<file path="config.mk">
export PLATFORM = sky130hd
export DESIGN_NAME = sequence_player
export DESIGN_NICKNAME = d
export VERILOG_FILES = /design/src/rtl/sequence_player.sv
export SDC_FILE = /design/constraint.sdc
export NUM_CORES = 1
export LEC_CHECK = 0
export ABC_AREA = 1
export CORE_ASPECT_RATIO = 0.7
export CORE_MARGIN = 2
export CORE_UTILIZATION = 53
export DETAILED_ROUTE_END_ITERATION = 10
export GPL_ROUTABILITY_DRIVEN = 0
export PLACE_DENSITY_LB_ADDON = 0.15
export SYNTH_ARGS = -nofsm -noshare
export SYNTH_HDL_FRONTEND = slang
export SYNTH_SLANG_ARGS = --single-unit
</file>
<file path="constraint.sdc">
create_clock -name clk -period 2.5 [get_ports clk]
set_input_delay 0.75 -clock clk [delete_from_list [all_inputs] [get_ports clk]]
set_output_delay 0.75 -clock clk [all_outputs]
set_load 0.02 [all_outputs]
</file>
<file path="src/rtl/sequence_player.sv">
// sequence_player: plays round pattern entries as timed LED/tone steps with a blank gap after each.
// Optional halved step timing for long rounds when SEQ_PLAYER_SPEEDUP_EN is defined.
module sequence_player #(
    parameter int ADDR_W     = 5,
    parameter int ON_CYCLES  = 25000000,
    parameter int OFF_CYCLES = 12500000,
    parameter int SPEED_LEN  = 8
) (
    input  logic              clk,
    input  logic              rst,
    input  logic              start,
    input  logic              abort,
    input  logic [ADDR_W:0]   length,
    output logic [ADDR_W-1:0] mem_addr,
    input  logic [1:0]        mem_data,
    output logic [3:0]        led,
    output logic [1:0]        tone_sel,
    output logic              tone_en,
    output logic              busy,
    output logic              done
);
    localparam int MAX_CYC  = (ON_CYCLES > OFF_CYCLES) ? ON_CYCLES : OFF_CYCLES;
    localparam int TW       = $clog2(MAX_CYC + 1);
    localparam int ON_FAST  = (ON_CYCLES / 2 > 1) ? ON_CYCLES / 2 : 1;
    localparam int OFF_FAST = (OFF_CYCLES / 2 > 1) ? OFF_CYCLES / 2 : 1;
`ifdef SEQ_PLAYER_SPEEDUP_EN
    localparam bit SPEEDUP = 1'b1;
`else
    localparam bit SPEEDUP = 1'b0;
`endif

    typedef enum logic [2:0] {S_IDLE, S_FETCH, S_LOAD, S_ON, S_GAP, S_DONE} state_t;

    state_t          state, state_next;
    logic [ADDR_W:0] index, index_next, len;
    logic [TW-1:0]   timer, timer_next, on_time, gap_time;
    logic [1:0]      code;
    logic            fast;

    assign fast     = SPEEDUP && (int'(len) >= SPEED_LEN);
    assign on_time  = fast ? TW'(ON_FAST) : TW'(ON_CYCLES);
    assign gap_time = fast ? TW'(OFF_FAST) : TW'(OFF_CYCLES);

    always_ff @(posedge clk or negedge rst) begin
        if (!rst) begin
            state    <= S_IDLE;
            index    <= '0;
            len      <= '0;
            timer    <= '0;
            code     <= '0;
            mem_addr <= '0;
        end else begin
            state <= state_next;
            index <= index_next;
            timer <= timer_next;
            if (state == S_IDLE && start)
                len <= length;
            if (state == S_LOAD)
                code <= mem_data;
            // address is registered on entry to FETCH so read data lands in LOAD
            if (state_next == S_FETCH)
                mem_addr <= index_next[ADDR_W-1:0];
        end
    end

    always_comb begin
        state_next = state;
        index_next = index;
        timer_next = timer;
        unique case (state)
            S_IDLE: if (start) begin
                state_next = (length == '0) ? S_DONE : S_FETCH;
                index_next = '0;
            end
            S_FETCH: state_next = S_LOAD;
            S_LOAD: begin
                state_next = S_ON;
                timer_next = on_time;
            end
            S_ON: if (timer == TW'(1)) begin
                state_next = S_GAP;
                timer_next = gap_time;
            end else
                timer_next = timer - TW'(1);
            S_GAP: if (timer == TW'(1)) begin
                state_next = (index == len - (ADDR_W+1)'(1)) ? S_DONE : S_FETCH;
                index_next = (index == len - (ADDR_W+1)'(1)) ? index : index + (ADDR_W+1)'(1);
            end else
                timer_next = timer - TW'(1);
            S_DONE: state_next = S_IDLE;
            default: state_next = S_IDLE;
        endcase
        if (abort)
            state_next = S_IDLE;
    end

    assign led      = (state == S_ON) ? (4'b0001 << code) : 4'b0000;
    assign tone_sel = (state == S_ON) ? code : 2'b00;
    assign tone_en  = (state == S_ON);
    assign busy     = (state != S_IDLE);
    assign done     = (state == S_DONE);
endmodule

</file>
# Yosys cells after proc, flatten, opt, wreduce, memory -nomap -nowiden
# Index checks and enable logic that the tools add are counted.
# totals
ff_bits	47
latchBits	0
ram_bits	0
mem_bits_ro	0
memories	0
# op_classes
addsub	3
n_mul	0
n_div	0
n_lt_le_gt_ge	0
eq_ne	12
n_shift	1
muxes	16
bitwise_logic	0
n_reduce_logical	8
# op_table
operator	n
one-hot mux 25 bit (3 select lines)	1
2-to-1 mux 25 bit	2
== test 25 x 1 -> 1 bit (second input constant)	1
subtractor 25 x 1 -> 25 bit (second input constant)	1
2-to-1 mux 3 bit	6
2-to-1 mux 6 bit	3
one-hot mux 3 bit (5 select lines)	1
one-hot mux 6 bit (2 select lines)	1
!= test 2 bit (second input constant)	4
adder 6 x 1 -> 6 bit (second input constant)	1
== test 3 x 1 -> 1 bit (second input constant)	2
== test 3 x 2 -> 1 bit (second input constant)	2
== test 3 bit (second input constant)	2
== test 6 bit	1
zero test 6 bit	1
nonzero test 3 bit	2
subtractor 6 x 1 -> 6 bit (second input constant)	1
2-to-1 mux 4 bit	1
AND reduction 4 bit	1
left shift 1 x 2 -> 4 bit (first input constant)	1
zero test 3 bit	1
2-to-1 mux 2 bit	1
AND reduction 2 bit	1
nonzero test 2 bit	1
logical AND 1 bit	1

# Logic depth before layout (Yosys ltp)
# Gate-level depths: netlist of run 1.
# depth
ltp_word	7
ltp_mapped	16
ltp_nobuf	16

# Least setup slack after synthesis of run 1
# No wires, ideal clock.
# synth_timing
path_kind	flip-flop to output port
startpoint	register state[0]
endpoint	output port led[0]
t_arrival_ns	1.587
required_time_ns	1.750
path_slack_ns	0.163
stages_incl_launch_ff	5
n_path_buf	0
path_cell_list	dfrtp_1 -> nand2_1 -> nor2_1 -> inv_1 -> nor3_1
# synth_between
elab_chain_cells	2
# synth_lines
item	line_no	text
start, declared	34	state_t state, state_next;
start signal, assigned	53	state <= state_next;
== test 3 x 2 -> 1 bit	-	
named net tone_en	18	output logic tone_en,
2-to-1 mux 4 bit	97	assign led = (state == S_ON) ? (4'b0001 << code) : 4'b0000;
end, declared	16	output logic [3:0] led,
# The timed path passes the listed nets, and every way through them passes these cells.

# Worst setup path in the final report of run 1
# layout_timing
startpoint	register state[2]
endpoint	output port done
# layout_between
elab_chain_cells	1
# layout_lines
item	line_no	text
== test 3 bit	101	assign done = (state == S_DONE);
end, declared	20	output logic done
# Every way passes these cells.

==> results of run 1 <==
## logic make-up after synthesis
logic type	Yosys count
compound gates	54
simple gates	226
flops	47
fa+ha+maj	4
xor+xnor	9
buf+inv	67
## synth_stat cells, types with 2 or more instances
master    number
nand4_1       11
xor2_1         7
inv_1         53
o22ai_1        3
nor4_1         3
a21oi_1       18
nor2_2         7
nand3_2        4
nor3_1         9
nor2_4         7
clkinv_2       2
xnor2_1        2
nand2_1       92
nand3_1       34
ha_1           4
nand2_2       11
nor2_1        37
inv_2          9
o21ai_0       16
a31oi_1        2
o21ai_1        8
dfrtp_1       47
nor3_2         2
## registers in the layout (all words and copies together) (netlist names)
name,cells
code,2
index,6
len,6
mem_addr,5
state,3
timer,25
## critical path, cell delays in order, from the launching register on
cell and delay, ns:
dfrtp_1 0.37, buf_4 0.15, inv_2 0.06, nor2_1 0.14
clkdlybuf4s50_1 0.62
## placed cells by master, fill, tap and decap left out, types with 2 or more instances in the layout
cell type,n
nand4_1,11
xnor2_1,2
o22ai_1,3
nor2_4,7
o21ai_1,8
clkdlybuf4s50_1,17
nand2_2,11
clkinv_2,2
nor3_2,2
a31oi_1,2
nor2_1,37
nand2_1,92
nand3_2,4
clkbuf_8,5
dlygate4sd2_1,3
nor2_2,7
inv_2,9
nor3_1,9
xor2_1,7
nor4_1,3
nand3_1,34
buf_4,6
a21oi_1,18
clkbuf_2,4
dfrtp_1,47
ha_1,4
o21ai_0,16
bufinv_16,2
inv_1,53
## worst max path at each step
stage | end | slack, ns
floorplan | led[0] | 0.16
global placement | led[1] | 0.25
detailed placement | led[1] | 0.12
CTS | led[0] | 0.07
global route | tone_sel[0] | 0.03
finish | done | 0.09
## repair_timing
item                                   CTS  global route
cloned                                   0             0
resized for setup                        7            12
setup endpoints to repair                7             4
buffers inserted                         0             0
endpoints found under the hold margin    0             0
## per-stage QoR
stage,utilization (%),cells,hold slack (ns),worst slack [ns]
6_report,65.04,515,0.4483,0.09099
5_1_grt,65.04,515,0.4776,0.03189
4_1_cts,65.32,515,0.4649,0.06545
3_5_place_dp,63.00,507,0.4618,0.1215
3_3_place_gp,63.00,507,0.4565,0.2504
2_1_floorplan,-,407,0.4544,0.1632
## power breakdown
part	switching (W)	leakage (nW)	internal, W
logic	0.000513	1.02	0.000271
clock network	0.000264	0.0654	0.000400
registers	0.000123	0.580	0.000878
## layer usage
| metal | up-vias | global-route usage [%] | wire, um |
|---|---|---|---|
| li1 | 1400 | - | - |
| met1 | 1280 | 36.91 | 3651 |
| met2 | 81 | 35.71 | 2868 |
| met3 | 11 | 4.977 | 457 |
| met4 | 0 | 7.246 | 99 |
| met5 | - | 0 | 0 |
## final cells by class
cell class	instances	area (um^2)	area share, %
inverter	64	242.7	6.988
tap	72	90.09	2.594
clock buffer	6	72.57	2.089
sequential	47	1176	33.86
timing repair buffer	31	266.5	7.673
multi-input combinational	293	1565	45.06
clock inverter	2	60.06	1.729
==> run_results.csv, run 1 <==
group,metric,value,unit
layout,nets,458,
detailed_routing,vias,2772,
worst_setup_path,crit_required,1.75,ns
detailed_routing,vias_per_cell,5.383,
synthesis,syn_area,3004,um^2
synthesis,synthArstFlopShare,100.0,%
power,leakage,1.668,nW
layout,nFillCells,478,
synthesis,syn_avg_cell_area,7.381,um^2
timing,clock_skew,0.007517,ns
detailed_routing,ant_nets,0,
synthesis,synth_cells,407,
die,die_h,66.99,um
synthesis,ys_ff_latch,47,
worst_hold_path,hold_path.class,"input port to asynchronous set/reset pin",
die,rows,22,
grt,grt_first_pass_wirelength,12010,um
synthesis,synthAdderAreaFrac,1.666,%
timing,setup_viol,0,
synthesis,synthSimpleGateAreaFrac,37.69,%
worst_setup_path,reg2reg_depth,14,
cts,ctsHoldBuffers,0,
place,placed_area,3364,um^2
layout,design_area,3473,um^2
cts,clkTransAtPathRegs,0.08,ns
worst_setup_path,cp.arrival,1.66,ns
detailed_routing,dr.pass1.iters,4,
synthesis,netlist.area_leader.share,39.15,%
place,dpl.hpwl,5538,um
synthesis,ys_types,42,
timing,drv_slew,0,
grt,grt_pass1_vias,2567,
power,ir_drop,0.5067,mV
detailed_routing,wire_per_inst,13.74,um
synthesis,synthXorXnorAreaFrac,2.624,%
cts,cts_buffer_depth,2,
cts,clk_latency,0.31,ns
detailed_routing,routed_wl,7076,um
worst_setup_path,cp-start-kind,"flip-flop",
die,io_pins,26,
worst_setup_path,crit_type,"flip-flop to primary output",
power,power.total,0.002450,W
synthesis,synthMuxAreaShare,0,%
status,run_status,"complete, no violations",
worst_setup_path,rrSetupSlack,0.30,ns
power,pwr_density_cell,705.4,nW/um^2
grt,antenna_found_initial,0,
synthesis,yosysTopAreaCell,"dfrtp_1",
grt,grt_util_all_layers,24.64,%
cts,cts_tree,"done",
detailed_routing,drtIter0Drc,202,
timing,max_freq,0.4151,GHz
worst_setup_path,critical_path.max_fanout,6,
timing,grt_setup_unrepaired,"false",
cts,clock-root-buffer,"clkbuf_8",
die,core-area,5340,um^2
synthesis,yosys-top-cells-area,"dfrtp_1, nand2_1, inv_1",
cts,cts_max_level,2,
synthesis,synth_nets,423,
synthesis,synthFlopType,"dfrtp_1",
detailed_routing,drc_errors,0,
grt,gr-total-overflow,0,
place,io_buffers,25,
layout,antennaDiodeCount,0,
timing,tns,0,ns
worst_setup_path,cp-startpoint,"state[2]$_DFF_PN0_",
synthesis,synth_top_family_by_area,"simple AND/OR/NAND/NOR gates",
synthesis,yosysSeqAreaShare,39.15,%
synthesis,synth-compound-area-share,10.12,%
cts,cts_buffers,5,
die,fp.dieW,93.99,um
worst_setup_path,r2r_end,"timer[11]$_DFFE_PN0P_",
worst_setup_path,endpoint_kind,"primary output",
die,start_util,56.26,%
timing,hold_viol_final,0,
grt,grt_max_degree,27,
layout,area_growth,15.62,%
timing,period_minus_slack,2.409,ns
layout,drive_above_1_share,15.35,%
timing,worst_slew_pin_slew,0.6076,ns
synthesis,synth_edf_count,0,
job,drv_cap,0,
cts,clock-sinks,47,
timing,fin_crit_sh,96.36,%
timing,slew_headroom,59.50,%
worst_setup_path,r2r_start,"timer[1]$_DFFE_PN0P_",
die,die-area,6296,um^2
synthesis,ys.warnings.count,0,
(Power assumes the default switching activity.)
==> inputs of run 2 (changes only) <==
Settings changed: CORE_UTILIZATION 53 to 30.
==> run 2 against run 1 <==
Non-clock buffer count rose by 1. Routed wire length rose by 8.3%. Critical endpoint is now busy. Combinational power rose by 2%. Sequential share of layout area fell by 1.6 points. Critical path depth did not move. Setup slack got worse by 0.028 ns. Sequential cell count did not move. Final cell count rose by 11%. Die area rose by 72%. Largest cell class unchanged. Worst hold slack improved by 0.0078 ns.
==> run_results.csv, run 2 (synthesized netlist as in run 1, its figures left out) <==
group,metric,value,unit
status,run_status,"complete, no violations",
worst_setup_path,crit_slowest_cell,"clkdlybuf4s50_1",
worst_setup_path,crit_type,"flip-flop to primary output",
grt,gr-total-overflow,0,
worst_setup_path,max_stage_delay,0.56,ns
cts,cts_tree,"done",
grt,antenna_found_initial,0,
worst_setup_path,cp-start-kind,"flip-flop",
timing,grt_setup_unrepaired,"false",
layout,layout_common_cells,"nand2_1, inv_1, dfrtp_1, nor2_1, nand3_1",
layout,area_growth,21.53,%
place,dpl.hpwl,6107,um
worst_setup_path,critical_path.max_fanout,4,
layout,design_area,3651,um^2
layout,nets,459,
cts,cts_max_level,2,
detailed_routing,drtIter0Drc,151,
worst_setup_path,cp-startpoint,"state[0]$_DFF_PN0_",
grt,grt_max_degree,25,
detailed_routing,vias_per_cell,4.698,
power,power.total,0.002673,W
job,drv_cap,0,
detailed_routing,routed_wl,7662,um
layout,largest_register_ffs,25,
cts,cts_buffer_depth,2,
timing,fin_crit_sh,97.49,%
timing,drv_slew,0,
die,die-area,10840,um^2
cts,clock-sinks,47,
detailed_routing,drc_errors,0,
detailed_routing,vias,2687,
cts,clk_latency,0.29,ns
die,rows,30,
detailed_routing,dr.pass1.iters,5,
worst_setup_path,r2r_start,"timer[1]$_DFFE_PN0P_",
timing,hold_viol_final,0,
cts,clock-root-buffer,"clkbuf_16",
timing,max_freq,0.4103,GHz
timing,setup_viol,0,
worst_setup_path,rrSetupSlack,0.50,ns
power,ir_drop,0.3297,mV
die,die_h,87.73,um
place,io_buffers,25,
worst_setup_path,crit_required,1.75,ns
worst_setup_path,reg2reg_depth,13,
cts,clkTransAtPathRegs,0.07,ns
cts,cts_setup_buffers,0,
layout,drive_above_1_share,14.64,%
layout,top_register,"timer",
worst_setup_path,setup.worst_path.end,"busy",
die,core-area,9722,um^2
layout,nFillCells,1028,
layout,antennaDiodeCount,0,
place,placed_area,3467,um^2
die,fp.dieW,123.6,um
layout,largestRegisters,"timer (25), index (6), len (6)",
grt,grt_first_pass_wirelength,12740,um
worst_setup_path,r2r_end,"timer[11]$_DFFE_PN0P_",
die,io_pins,26,
power,pwr_density_cell,732.2,nW/um^2
timing,slew_headroom,57.19,%
grt,grt_pass1_vias,2460,
worst_setup_path,cp.arrival,1.69,ns
timing,clock_skew,0.006207,ns
timing,worst_slew_pin_slew,0.6363,ns
worst_setup_path,path_buf_inv,2,
cts,ctsHoldBuffers,0,
die,start_util,30.90,%
worst_setup_path,endpoint_kind,"primary output",
power,leakage,1.734,nW
worst_setup_path,cp.depth,4,
timing,period_minus_slack,2.437,ns
detailed_routing,wire_per_inst,13.40,um
detailed_routing,ant_nets,0,
worst_hold_path,hold_path.class,"input port to asynchronous set/reset pin",
layout,final_common_cell,"nand2_1",
timing,tns,0,ns
worst_setup_path,path_cells,"buf_4 > nor2_2 > nand2_1 > clkdlybuf4s50_1",
worst_setup_path,cp_top_family,"buffers and inverters",
grt,grt_util_all_layers,15.33,%
cts,cts_buffers,5,
## run 2: cell count changes in the layout (fill, tap and decap cells not counted), sizes merged
cell and change:
dlymetal6s2s +1, buf +1, clkbuf -4, dlygate4sd2 +3
## run 2: metrics by stage
step                worst slack (ns)  hold slack, ns  utilization [%]  std cells
floorplan                     0.1632          0.4544                -        407
global placement              0.1782          0.4669            35.66        564
detailed placement            0.1762          0.4682            35.66        564
CTS                          0.04635          0.4809            37.53        572
global route                 0.01397          0.5071            37.55        572
finish                       0.06265          0.4561            37.55        572
## run 2: worst min path at each step
stage / depth (start not counted) / to / slack, ns
after floorplan: 0 / code[0]$_DFFE_PN0P_ / 0.45
after global placement: 2 / mem_addr[0]$_DFFE_PN0N_ / 0.47
after detailed placement: 2 / mem_addr[0]$_DFFE_PN0N_ / 0.47
after CTS: 1 / timer[2]$_DFFE_PN0P_ / 0.48
after global routing: 1 / timer[2]$_DFFE_PN0P_ / 0.51
final: 1 / timer[3]$_DFFE_PN0P_ / 0.46
## run 2: worst reg2reg max path, stage by stage, from the launching register on
cell      delay, ns
dfrtp_1        0.36
inv_1          0.13
ha_1           0.17
inv_1          0.05
nor2_1         0.12
nand2_1        0.08
nor2_2         0.14
nand3_4        0.15
nand2_2        0.11
nand2_4        0.10
nor2_4         0.17
inv_2          0.13
nand2_1        0.11
o21bai_1       0.12
## run 2: where the power goes
group          internal (W)  switching [W]  leakage, nW
clock network      0.000574       0.000301       0.0911
registers          0.000879       0.000122        0.580
logic              0.000282       0.000515         1.06
total               0.00174       0.000937         1.73
## run 2: timing repair
| action | in CTS | in global routing |
|---|---|---|
| resized for setup | 6 | 1 |
| setup endpoints to repair | 6 | 1 |
| hold endpoints to repair | 0 | 0 |
## run 2: routing by layer
| metal | track usage (%) | vias up | part of all wire [%] |
|---|---|---|---|
| met3 | 3.320 | 5 | 4.5 |
| met4 | 3.099 | 0 | 0.78 |
| li1 | - | 1401 | - |
| met5 | 0 | - | 0 |
| met1 | 25.22 | 1224 | 56 |
| met2 | 19.83 | 57 | 38 |
## run 2: final cells by class
type | count | area [um^2] | area share [%]
inverters | 64 | 242.7 | 6.648
flip-flops and latches | 47 | 1176 | 32.21
repair buffers | 32 | 317.8 | 8.705
clock inverters | 2 | 60.06 | 1.645
multi-input cells | 293 | 1565 | 42.87
well taps | 128 | 160.2 | 4.387
clock buffers | 6 | 128.9 | 3.530
==> inputs of run 3 (changes only) <==
Settings changed: CTS_CLUSTER_SIZE from default to 30, GPL_TIMING_DRIVEN from default to 0.
==> run 3 against run 2 <==
Sequential power about the same. Core utilization is 1.0 points lower. Critical endpoint is now tone_en. Largest cell class unchanged. Routed wire length up 0.46%. Fmax is 1.0% higher. Critical path type unchanged. Highest routed layer unchanged.
==> run_results.csv, run 3 (synthesized netlist as in run 1, its figures left out) <==
group,metric,value,unit
cts,cts_max_level,2,
timing,drv_slew,0,
layout,layout_common_cells,"nand2_1, inv_1, dfrtp_1, nor2_1, nand3_1",
grt,grt_first_pass_wirelength,12950,um
detailed_routing,wire_per_inst,13.53,um
worst_setup_path,r2r_end,"mem_addr[1]$_DFFE_PN0N_",
cts,clock-sinks,47,
layout,drive_above_1_share,14.97,%
worst_setup_path,crit_type,"flip-flop to primary output",
worst_setup_path,r2r_start,"len[0]$_DFFE_PN0P_",
timing,slew_headroom,61.18,%
cts,clkTransAtPathRegs,0.07,ns
worst_setup_path,cp.arrival,1.66,ns
timing,tns,0,ns
detailed_routing,dr.pass1.iters,4,
grt,antenna_found_initial,0,
timing,hold_viol_final,0,
die,die_h,87.73,um
timing,clock_skew,0.006402,ns
power,ir_drop,0.2439,mV
layout,largest_register_ffs,25,
detailed_routing,drtIter0Drc,137,
die,core-area,9722,um^2
cts,cts_tree,"done",
layout,antennaDiodeCount,0,
die,start_util,30.90,%
worst_setup_path,critical_path.max_fanout,5,
power,pwr_density_cell,692.3,nW/um^2
worst_setup_path,cp_top_family,"buffers and inverters",
die,io_pins,26,
cts,clk_latency,0.29,ns
detailed_routing,vias_per_cell,4.652,
power,power.total,0.002460,W
place,io_buffers,25,
timing,max_freq,0.4144,GHz
timing,grt_setup_unrepaired,"false",
worst_setup_path,reg2reg_depth,13,
layout,fin_util,36.55,%
detailed_routing,ant_nets,0,
job,drv_cap,0,
place,dpl.hpwl,6001,um
layout,largestRegisters,"timer (25), index (6), len (6)",
grt,grt_max_degree,29,
power,leakage,1.655,nW
die,fp.dieW,123.6,um
cts,cts_buffers,5,
cts,cts_buffer_depth,2,
layout,fin_cells,569,
layout,top_register,"timer",
layout,design_area,3553,um^2
worst_setup_path,crit_required,1.75,ns
timing,period_minus_slack,2.413,ns
worst_setup_path,path_buf_inv,1,
status,run_status,"complete, no violations",
worst_setup_path,endpoint_kind,"primary output",
detailed_routing,drc_errors,0,
worst_hold_path,hold_path.class,"input port to asynchronous set/reset pin",
worst_setup_path,path_cells,"nand2_1 > nor2_4 > clkdlybuf4s50_1",
timing,worst_slew_pin_slew,0.5769,ns
worst_setup_path,crit_slowest_cell,"clkdlybuf4s50_1",
detailed_routing,vias,2647,
worst_setup_path,cp-start-kind,"flip-flop",
grt,grt_pass1_vias,2564,
layout,area_growth,18.28,%
place,placed_area,3430,um^2
worst_setup_path,rrSetupSlack,0.46,ns
die,die-area,10840,um^2
timing,fin_crit_sh,96.53,%
layout,final_common_cell,"nand2_1",
worst_setup_path,max_stage_delay,0.63,ns
place,post-place-cells,561,
die,rows,30,
detailed_routing,routed_wl,7697,um
timing,setup_viol,0,
grt,grt_util_all_layers,15.52,%
grt,gr-total-overflow,0,
layout,nets,456,
cts,clock-root-buffer,"clkbuf_16",
==> run 3: worst reg2reg max path, stage by stage (launching register included) <==
cell	delay (ns)
dfrtp_1	0.38
inv_1	0.18
ha_1	0.29
nand2_1	0.08
nand2_1	0.05
nor2_1	0.09
nand3_1	0.08
nor2_1	0.17
nand2_2	0.13
nand3_2	0.16
nand2_1	0.10
o22ai_2	0.14
nand2_1	0.08
nand2_1	0.07
==> run 3: report_power, final <==
| part | total [W] | leakage (nW) | switching, W | internal (W) |
|---|---|---|---|---|
| Clock | 0.000666 | 0.0679 | 0.000295 | 0.000371 |
| Combinational | 0.000791 | 1.01 | 0.000518 | 0.000273 |
| Sequential | 0.00100 | 0.578 | 0.000123 | 0.000879 |
| Total | 0.00246 | 1.66 | 0.000937 | 0.00152 |
==> run 3: worst max-delay path by stage <==
stage	from	endpoint	slack (ns)	cells after the start
after floorplan	state[0]$_DFF_PN0_	led[0]	0.16	4
after global placement	rst	len[2]$_DFFE_PN0P_	-0.94	1
after detailed placement	state[0]$_DFF_PN0_	led[1]	-0.13	5
after CTS	state[2]$_DFF_PN0_	done	0.01	3
after global routing	state[0]$_DFF_PN0_	tone_sel[1]	0.008	5
final	state[0]$_DFF_PN0_	tone_en	0.09	3
==> run 3: stage by stage <==
step,hold WS (ns),worst slack [ns]
floorplan,0.4544,0.1632
detailed placement,0.4714,-0.1343
global route,0.4402,0.008169
finish,0.4105,0.08682
global placement,0.4594,-0.9378
CTS,0.4281,0.01206
==> run 3: what timing repair did <==
action                                 in CTS  in global routing
setup endpoints to repair                   7                  6
endpoints found under the hold margin       0                  0
resized for setup                           8                 13
pin swaps                                   0                  0
setup buffers                               0                  0
hold buffers                                0                  0
==> run 3: cell type report <==
type | count | area, um^2
multi-input combinational | 293 | 1573
clock inverter | 1 | 5.005
timing repair buffer | 26 | 242.7
sequential | 47 | 1177
buffer | 3 | 20.02
tap | 128 | 160.2
fill | 1041 | 6168
inverter | 64 | 242.7
clock buffer | 7 | 132.6
==> run 3: metal layers <==
layer	GRT usage [%]	share of wire, %
met5	0	0
met4	4.339	1.1
met3	3.255	4.9
met1	24.97	56
met2	20.28	38
